### src/rtl/axis_pkg.sv
// Shared definitions for the AXI-stream packet generator and the downstream
// packet counter: FSM state encoding plus beat/keep helper functions.
package axis_pkg;

  typedef enum logic [1:0] {
    ST_IDLE = 2'd0,
    ST_SEND = 2'd1,
    ST_GAP  = 2'd2
  } gen_state_e;

  // Widest byte-enable vector supported (DW = 1024).
  localparam int MAX_BPB = 128;

  // Byte-enable mask for a final beat holding r valid bytes; r == 0 means the
  // beat is completely full. Only the low bpb bits are meaningful.
  function automatic logic [MAX_BPB-1:0] keep_mask(input int r, input int bpb);
    logic [MAX_BPB-1:0] m;
    m = '0;
    for (int i = 0; i < MAX_BPB; i++) begin
      if ((i < bpb) && ((r == 0) || (i < r))) begin
        m[i] = 1'b1;
      end
    end
    return m;
  endfunction

  // Number of beats needed to carry a packet of the given byte length.
  function automatic logic [15:0] beats_for(input logic [15:0] bytes, input int bpb);
    int n;
    n = (int'({16'h0, bytes}) + bpb - 1) / bpb;
    return n[15:0];
  endfunction

endpackage

### src/rtl/axis_packet_gen.sv
// AXI-stream traffic source: on a start pulse emits a burst of equally sized
// packets, optionally separated by idle gaps. Every 32-bit lane of a beat
// carries {packet index, beat index}; disabled bytes are driven to zero.
module axis_packet_gen
  import axis_pkg::*;
#(
  parameter int DW = 512
) (
  input  logic            clk,
  input  logic            resetn,
  input  logic            start,
  input  logic [15:0]     cfg_packet_count,
  input  logic [15:0]     cfg_packet_bytes,
  input  logic [7:0]      cfg_gap,
  output logic            busy,
  output logic            done,
  output logic [15:0]     packets_sent,
  output logic [DW-1:0]   axis_out_tdata,
  output logic [DW/8-1:0] axis_out_tkeep,
  output logic            axis_out_tlast,
  output logic            axis_out_tvalid,
  input  logic            axis_out_tready
);

  localparam int BPB = DW / 8;

  gen_state_e      state_q;
  logic [15:0]     count_q;
  logic [15:0]     bytes_q;
  logic [15:0]     beats_q;
  logic [7:0]      gap_q;
  logic [7:0]      gapCnt_q;
  logic [15:0]     pktIdx_q;
  logic [15:0]     beatIdx_q;
  logic [15:0]     sent_q;
  logic            busy_q;
  logic            done_q;
  logic [DW-1:0]   tdata_q;
  logic [BPB-1:0]  tkeep_q;
  logic            tlast_q;
  logic            tvalid_q;

  logic [15:0]     loadPkt_d;
  logic [15:0]     loadBeat_d;
  logic [15:0]     loadBeats_d;
  logic [15:0]     loadBytes_d;
  logic [15:0]     remBytes_d;
  logic            loadLast_d;
  logic [BPB-1:0]  loadKeep_d;
  logic [DW-1:0]   loadData_d;
  logic [31:0]     laneWord_d;
  logic            accept;
  logic            startOk;

  assign accept  = tvalid_q & axis_out_tready;
  assign startOk = start && (cfg_packet_count != 16'd0) && (cfg_packet_bytes != 16'd0);

  // Work out which beat would be presented next and build its contents, so
  // every output can be loaded straight into a register by the FSM.
  always_comb begin
    loadPkt_d   = pktIdx_q;
    loadBeat_d  = beatIdx_q + 16'd1;
    loadBeats_d = beats_q;
    loadBytes_d = bytes_q;
    case (state_q)
      ST_IDLE: begin
        loadPkt_d   = 16'd0;
        loadBeat_d  = 16'd0;
        loadBeats_d = beats_for(cfg_packet_bytes, BPB);
        loadBytes_d = cfg_packet_bytes;
      end
      ST_SEND: begin
        if (tlast_q) begin
          loadPkt_d  = pktIdx_q + 16'd1;
          loadBeat_d = 16'd0;
        end
      end
      ST_GAP: begin
        loadBeat_d = 16'd0;
      end
      default: begin
        loadBeat_d = 16'd0;
      end
    endcase
    remBytes_d = loadBytes_d % 16'(BPB);
    loadLast_d = (loadBeat_d == (loadBeats_d - 16'd1));
    laneWord_d = {loadPkt_d, loadBeat_d};
    loadKeep_d = '0;
    loadData_d = '0;
    for (int k = 0; k < BPB; k++) begin
      loadKeep_d[k] = !loadLast_d || (remBytes_d == 16'd0) || (16'(k) < remBytes_d);
      if (loadKeep_d[k]) begin
        loadData_d[8*k +: 8] = laneWord_d[8*(k%4) +: 8];
      end
    end
  end

  // Burst FSM with beat, packet and gap counters; all outputs registered.
  always_ff @(posedge clk or negedge resetn) begin
    if (!resetn) begin
      state_q   <= ST_IDLE;
      count_q   <= '0;
      bytes_q   <= '0;
      beats_q   <= '0;
      gap_q     <= '0;
      gapCnt_q  <= '0;
      pktIdx_q  <= '0;
      beatIdx_q <= '0;
      sent_q    <= '0;
      busy_q    <= 1'b0;
      done_q    <= 1'b0;
      tdata_q   <= '0;
      tkeep_q   <= '0;
      tlast_q   <= 1'b0;
      tvalid_q  <= 1'b0;
    end else begin
      done_q <= 1'b0;
      case (state_q)
        ST_IDLE: begin
          if (startOk) begin
            count_q   <= cfg_packet_count;
            bytes_q   <= cfg_packet_bytes;
            beats_q   <= loadBeats_d;
            gap_q     <= cfg_gap;
            pktIdx_q  <= 16'd0;
            beatIdx_q <= 16'd0;
            sent_q    <= 16'd0;
            busy_q    <= 1'b1;
            tdata_q   <= loadData_d;
            tkeep_q   <= loadKeep_d;
            tlast_q   <= loadLast_d;
            tvalid_q  <= 1'b1;
            state_q   <= ST_SEND;
          end
        end
        ST_SEND: begin
          if (accept) begin
            if (tlast_q) begin
              sent_q <= sent_q + 16'd1;
              if (pktIdx_q == (count_q - 16'd1)) begin
                busy_q   <= 1'b0;
                done_q   <= 1'b1;
                tdata_q  <= '0;
                tkeep_q  <= '0;
                tlast_q  <= 1'b0;
                tvalid_q <= 1'b0;
                state_q  <= ST_IDLE;
              end else if (gap_q != 8'd0) begin
                pktIdx_q  <= loadPkt_d;
                beatIdx_q <= 16'd0;
                gapCnt_q  <= gap_q;
                tdata_q   <= '0;
                tkeep_q   <= '0;
                tlast_q   <= 1'b0;
                tvalid_q  <= 1'b0;
                state_q   <= ST_GAP;
              end else begin
                pktIdx_q  <= loadPkt_d;
                beatIdx_q <= 16'd0;
                tdata_q   <= loadData_d;
                tkeep_q   <= loadKeep_d;
                tlast_q   <= loadLast_d;
              end
            end else begin
              beatIdx_q <= loadBeat_d;
              tdata_q   <= loadData_d;
              tkeep_q   <= loadKeep_d;
              tlast_q   <= loadLast_d;
            end
          end
        end
        ST_GAP: begin
          gapCnt_q <= gapCnt_q - 8'd1;
          if (gapCnt_q == 8'd1) begin
            tdata_q  <= loadData_d;
            tkeep_q  <= loadKeep_d;
            tlast_q  <= loadLast_d;
            tvalid_q <= 1'b1;
            state_q  <= ST_SEND;
          end
        end
        default: begin
          state_q <= ST_IDLE;
        end
      endcase
    end
  end

  assign busy            = busy_q;
  assign done            = done_q;
  assign packets_sent    = sent_q;
  assign axis_out_tdata  = tdata_q;
  assign axis_out_tkeep  = tkeep_q;
  assign axis_out_tlast  = tlast_q;
  assign axis_out_tvalid = tvalid_q;

endmodule

### config.mk
export PLATFORM = sky130hd
export DESIGN_NAME = axis_packet_gen
export DESIGN_NICKNAME = d
export VERILOG_FILES = /design/src/rtl/axis_pkg.sv /design/src/rtl/axis_packet_gen.sv
export SDC_FILE = /design/constraint.sdc
export NUM_CORES = 1
export LEC_CHECK = 0
export ABC_AREA = 1
export CORE_ASPECT_RATIO = 2
export CORE_UTILIZATION = 45
export CTS_BUF_LIST = sky130_fd_sc_hd__clkbuf_2
export DETAILED_ROUTE_END_ITERATION = 7
export DONT_BUFFER_PORTS = 1
export GPL_ROUTABILITY_DRIVEN = 1
export SYNTH_ARGS = -nofsm -noshare
export SYNTH_HDL_FRONTEND = slang
export SYNTH_SLANG_ARGS = --single-unit
### constraint.sdc
create_clock -name clk -period 8 [get_ports clk]
set_input_delay 1.6 -clock clk [delete_from_list [all_inputs] [get_ports clk]]
set_output_delay 1.6 -clock clk [all_outputs]
set_load 0.1 [all_outputs]
==> tab_implementation.tex <==
\begin{tabular}{lr}
\hline
Metric & Value \\
\hline
\multicolumn{2}{l}{\textbf{Global routing}} \\
Met2 global-route usage & 55.3\% \\
Number of antenna violations at the first check in global routing & 2 \\
Met1 Usage GRT & 34.3\% \\
Pin count of the biggest net entering global routing & 685 \\
Met3 layer usage reported by global route & 10.2\% \\
Number of global-route vias before repair & 24700 \\
GRT Total Usage & 32.1\% \\
Wire length of the first global-routing pass & 161 mm \\
Gr busiest metal & met2 \\
Remaining global-route overflow & 0 \\
\multicolumn{2}{l}{\textbf{Cells and area}} \\
Most common cell after layout, fill and taps aside & nand2\_1 \\
Highest-count cells in the layout ignoring fill and taps & 1739 x nand2\_1, 684 x dfrtp\_1, 207 x inv\_1, 203 x clkbuf\_2, 187 x o21ai\_0 \\
Final net count & 3783 \\
Fraction of final layout cells sized beyond drive strength 1 & 9.84\% \\
Number of inserted filler cells in the final layout & 6764 \\
Post-route non-filler standard cell count & 4711 \\
Area growth from synthesis to layout & 7.01\% \\
\multicolumn{2}{l}{\textbf{Synthesis}} \\
Share of flip-flops with an asynchronous set or reset after synthesis & 100\% \\
Post-synth EDFFs & 0 \\
Fraction of the yosys area taken by sequential cells & 56.2\% \\
Number of synthesis warnings & 0 \\
Netlist Area Pre-Place & 30400 µm² \\
Top\_reg\_cell synth & dfrtp\_1 \\
Post-synthesis register bit count & 684 \\
Avg Cell Area, Syn & 8.21 µm² \\
Post-synth net total & 3761 \\
Number of distinct library cells after synthesis & 53 \\
Gate Count Post-Synth & 3710 \\
\multicolumn{2}{l}{\textbf{Setup path}} \\
Kind of capture point of the worst setup path & flop \\
Critical path type & flop to flop \\
Startpoint type of the worst setup path & flop \\
Top fanout value on the critical path & 41 \\
Slowest library cell on the worst path & nor2\_8 \\
Delay contributed by the slowest stage of the critical path & 690 ps \\
Cell-by-cell listing of the critical path & buf\_4 -> inv\_1 -> nand2\_1 -> inv\_2 -> nand2\_1 -> nor2\_1 -> nand3\_1 -> nand2\_1 -> inv\_1 -> nand2\_1 -> nand2\_1 -> nor2\_1 -> nand3\_1 -> nor2\_1 -> nand3\_2 -> nor2\_8 -> nand2\_4 -> nor2\_2 -> o21ai\_0 \\
Crit path DAT & 6460 ps \\
Endpoint required time on the critical path & 9190 ps \\
Most Frequent Cell on Critical Path & nand2\_1 \\
\multicolumn{2}{l}{\textbf{Placement}} \\
Port Buffer Count & 0 \\
Placed cell count & 4462 \\
Detailed Place HPWL & 77.2 mm \\
Gp weighted congestion & 0.914 \\
\multicolumn{2}{l}{\textbf{Timing}} \\
Unrepaired setup endpoints after global routing & false \\
Worst slew margin & -103\% \\
Final worst path period share & 65.9\% \\
Count of final setup violators & 0 \\
Final number of hold-violating endpoints & 23 \\
Top achievable clock speed & 190 MHz \\
Setup skew after layout & 95.5 ps \\
Worst-Margin Slew & 3050 ps \\
Max Slew Vio Count & 399 \\
Total negative setup slack & 0 ps \\
Final critical-path required period & 5270 ps \\
Hold Slack & -27.5 ps \\
\multicolumn{2}{l}{\textbf{Routing}} \\
Number of DRC markers in iteration 0 & 2024 \\
Routed vias & 25300 \\
Number of iterations in the first detailed-routing pass & 7 \\
Post-Route WL & 111 mm \\
Routed via count divided by cell count & 5.37 \\
Final routed wire length divided by cell count & 23.5 µm \\
Number of nets still failing antenna checks after routing & 0 \\
Drt drc & 0 \\
\multicolumn{2}{l}{\textbf{Floorplan}} \\
Floorplan Core Area & 66700 µm² \\
Die W & 186 µm \\
Initial cell density of the core & 45.6\% \\
Die Area & 68800 µm² \\
Number of standard-cell rows in the floorplan & 134 \\
IO Pins & 640 \\
Vertical die dimension & 370 µm \\
\multicolumn{2}{l}{\textbf{Run status}} \\
Outcome & finished with violations \\
Failing checks & negative hold slack, max-slew violations \\
\multicolumn{2}{l}{\textbf{Clocking}} \\
Clock net sink count & 684 \\
Clock-pin slew reported for the worst setup and hold paths after clock tree synthesis & 130 ps \\
H-tree lvl count & 4 \\
Cells resized by post-CTS repair & 0 \\
Clock tree buffer depth & 3 \\
Post-CTS Setup Bufs & 0 \\
Number of buffers created by CTS & 152 \\
Clock insertion delay at the later pin of the skew report & 1360 ps \\
CTS tree & done \\
Clock root buffer & clkbuf\_2 \\
\multicolumn{2}{l}{\textbf{Power and ir drop}} \\
Psw & 0.00714 W \\
Switching share of total power & 55.7\% \\
Leakage power & 17.3 nW \\
Pwr Density & 393 nW/µm² \\
Total Power Consumption & 0.0128 W \\
VDD IR-drop max & 415 µV \\
Clk pwr share & 18.5\% \\
Int Pwr & 0.00567 W \\
Power share of the sequential group & 52.7\% \\
Portion of total power attributed to combinational logic & 28.8\% \\
\multicolumn{2}{l}{\textbf{Min path}} \\
Min-Delay Path Class & input port to asynchronous set/reset pin \\
\multicolumn{2}{l}{\textbf{Run}} \\
Number of maximum-capacitance constraint violations & 0 \\
\hline
\end{tabular}
## metal layers
metal	routed length (µm)	vias to the layer above
li1	-	11800
met1	38700	12100
met2	55700	1126
met3	10300	261
met4	5880	0
met5	0	-
## final timing paths
path | slack (ps) | startpoint | end | depth (start not counted)
max reg2reg | 2730 | axis_out_tlast | axis_out_tdata[190] | 19
max in group asynchronous | 5610 | resetn | axis_out_tdata[52] | 0
min | -30 | resetn | axis_out_tdata[442] | 0
min reg2reg | 490 | bytes_q[0] | bytes_q[0] | 2
max | 2730 | axis_out_tlast | axis_out_tdata[190] | 19
min in group clk | 380 | cfg_gap[0] | gap_q[0] | 2
## per-stage QoR
stage | area, µm² | hold slack, ps | util [%] | setup slack [ps]
floorplan | 30400 | 445 | - | 3810
global placement | 31100 | 464 | 46.7 | 2070
detailed placement | 31100 | 469 | 46.7 | 1930
CTS | 32600 | -238 | 48.8 | 2860
global route | 32600 | -201 | 48.8 | 2560
finish | 32600 | -27.5 | 48.8 | 2730
## power by group through the flow
stage / Sequential [W] / Clock (W) / Combinational (W)
2_1_floorplan: 0.00662 / 0 / 0.00270
3_3_place_gp: 0.00681 / 0 / 0.00364
3_5_place_dp: 0.00681 / 0 / 0.00368
4_1_cts: 0.00674 / 0.00243 / 0.00369
5_1_grt: 0.00680 / 0.00258 / 0.00407
6_report: 0.00675 / 0.00237 / 0.00369
## logic make-up (layout without fill, tap and decap cells)
family          Yosys count  count (layout)  share of synthesized area [%]
compound gates          344             344                           6.44
xor+xnor                 51              51                           1.52
fa+ha+maj                 7               7                          0.288
buf+inv                 386             499                           5.14
flops                   684             684                           56.2
other cells               0               4                              0
simple gates           2238            2238                           30.4
## synth_stat cells, types with 19 or more instances
cell type | number | area (µm²)
nor2_2 | 19 | 119
inv_1 | 208 | 781
clkbuf_1 | 113 | 424
buf_2 | 28 | 140
xor2_1 | 40 | 350
nor2_1 | 183 | 687
o21ai_0 | 187 | 936
nand3_1 | 146 | 731
dfrtp_1 | 684 | 17100
a21oi_1 | 27 | 135
nand4_1 | 44 | 275
nor3_1 | 28 | 140
nand4_2 | 23 | 288
o21ai_1 | 88 | 440
nand2_1 | 1741 | 6540
## critical path: cells and delay by family, from the launching register on
family	cells	cell delay, ps
flip-flops	1	370
AO/OA/AOI/OAI	1	200
AND/OR/NAND/NOR	14	3340
buffers and inverters	4	1160
## area by class of cell
type,count,area [µm²],area share (%)
diodes,4,10.0,0.0307
well taps,884,1110,3.40
multi-input cells,2640,11800,36.3
clock inverters,42,400,1.23
inverters,224,850,2.61
flip-flops and latches,684,17100,52.5
repair buffers,30,250,0.768
clock buffers,203,1020,3.12
## flip-flops by register name, indices dropped and copies added (netlist names)
register         count
axis_out_tlast       1
state_q              2
busy                 1
packets_sent        16
axis_out_tdata     512
pktIdx_q            16
beatIdx_q           16
count_q             16
gapCnt_q             8
bytes_q              6
axis_out_tvalid      1
done                 1
axis_out_tkeep      64
beats_q             16
gap_q                8
(Power assumes the default switching activity.)
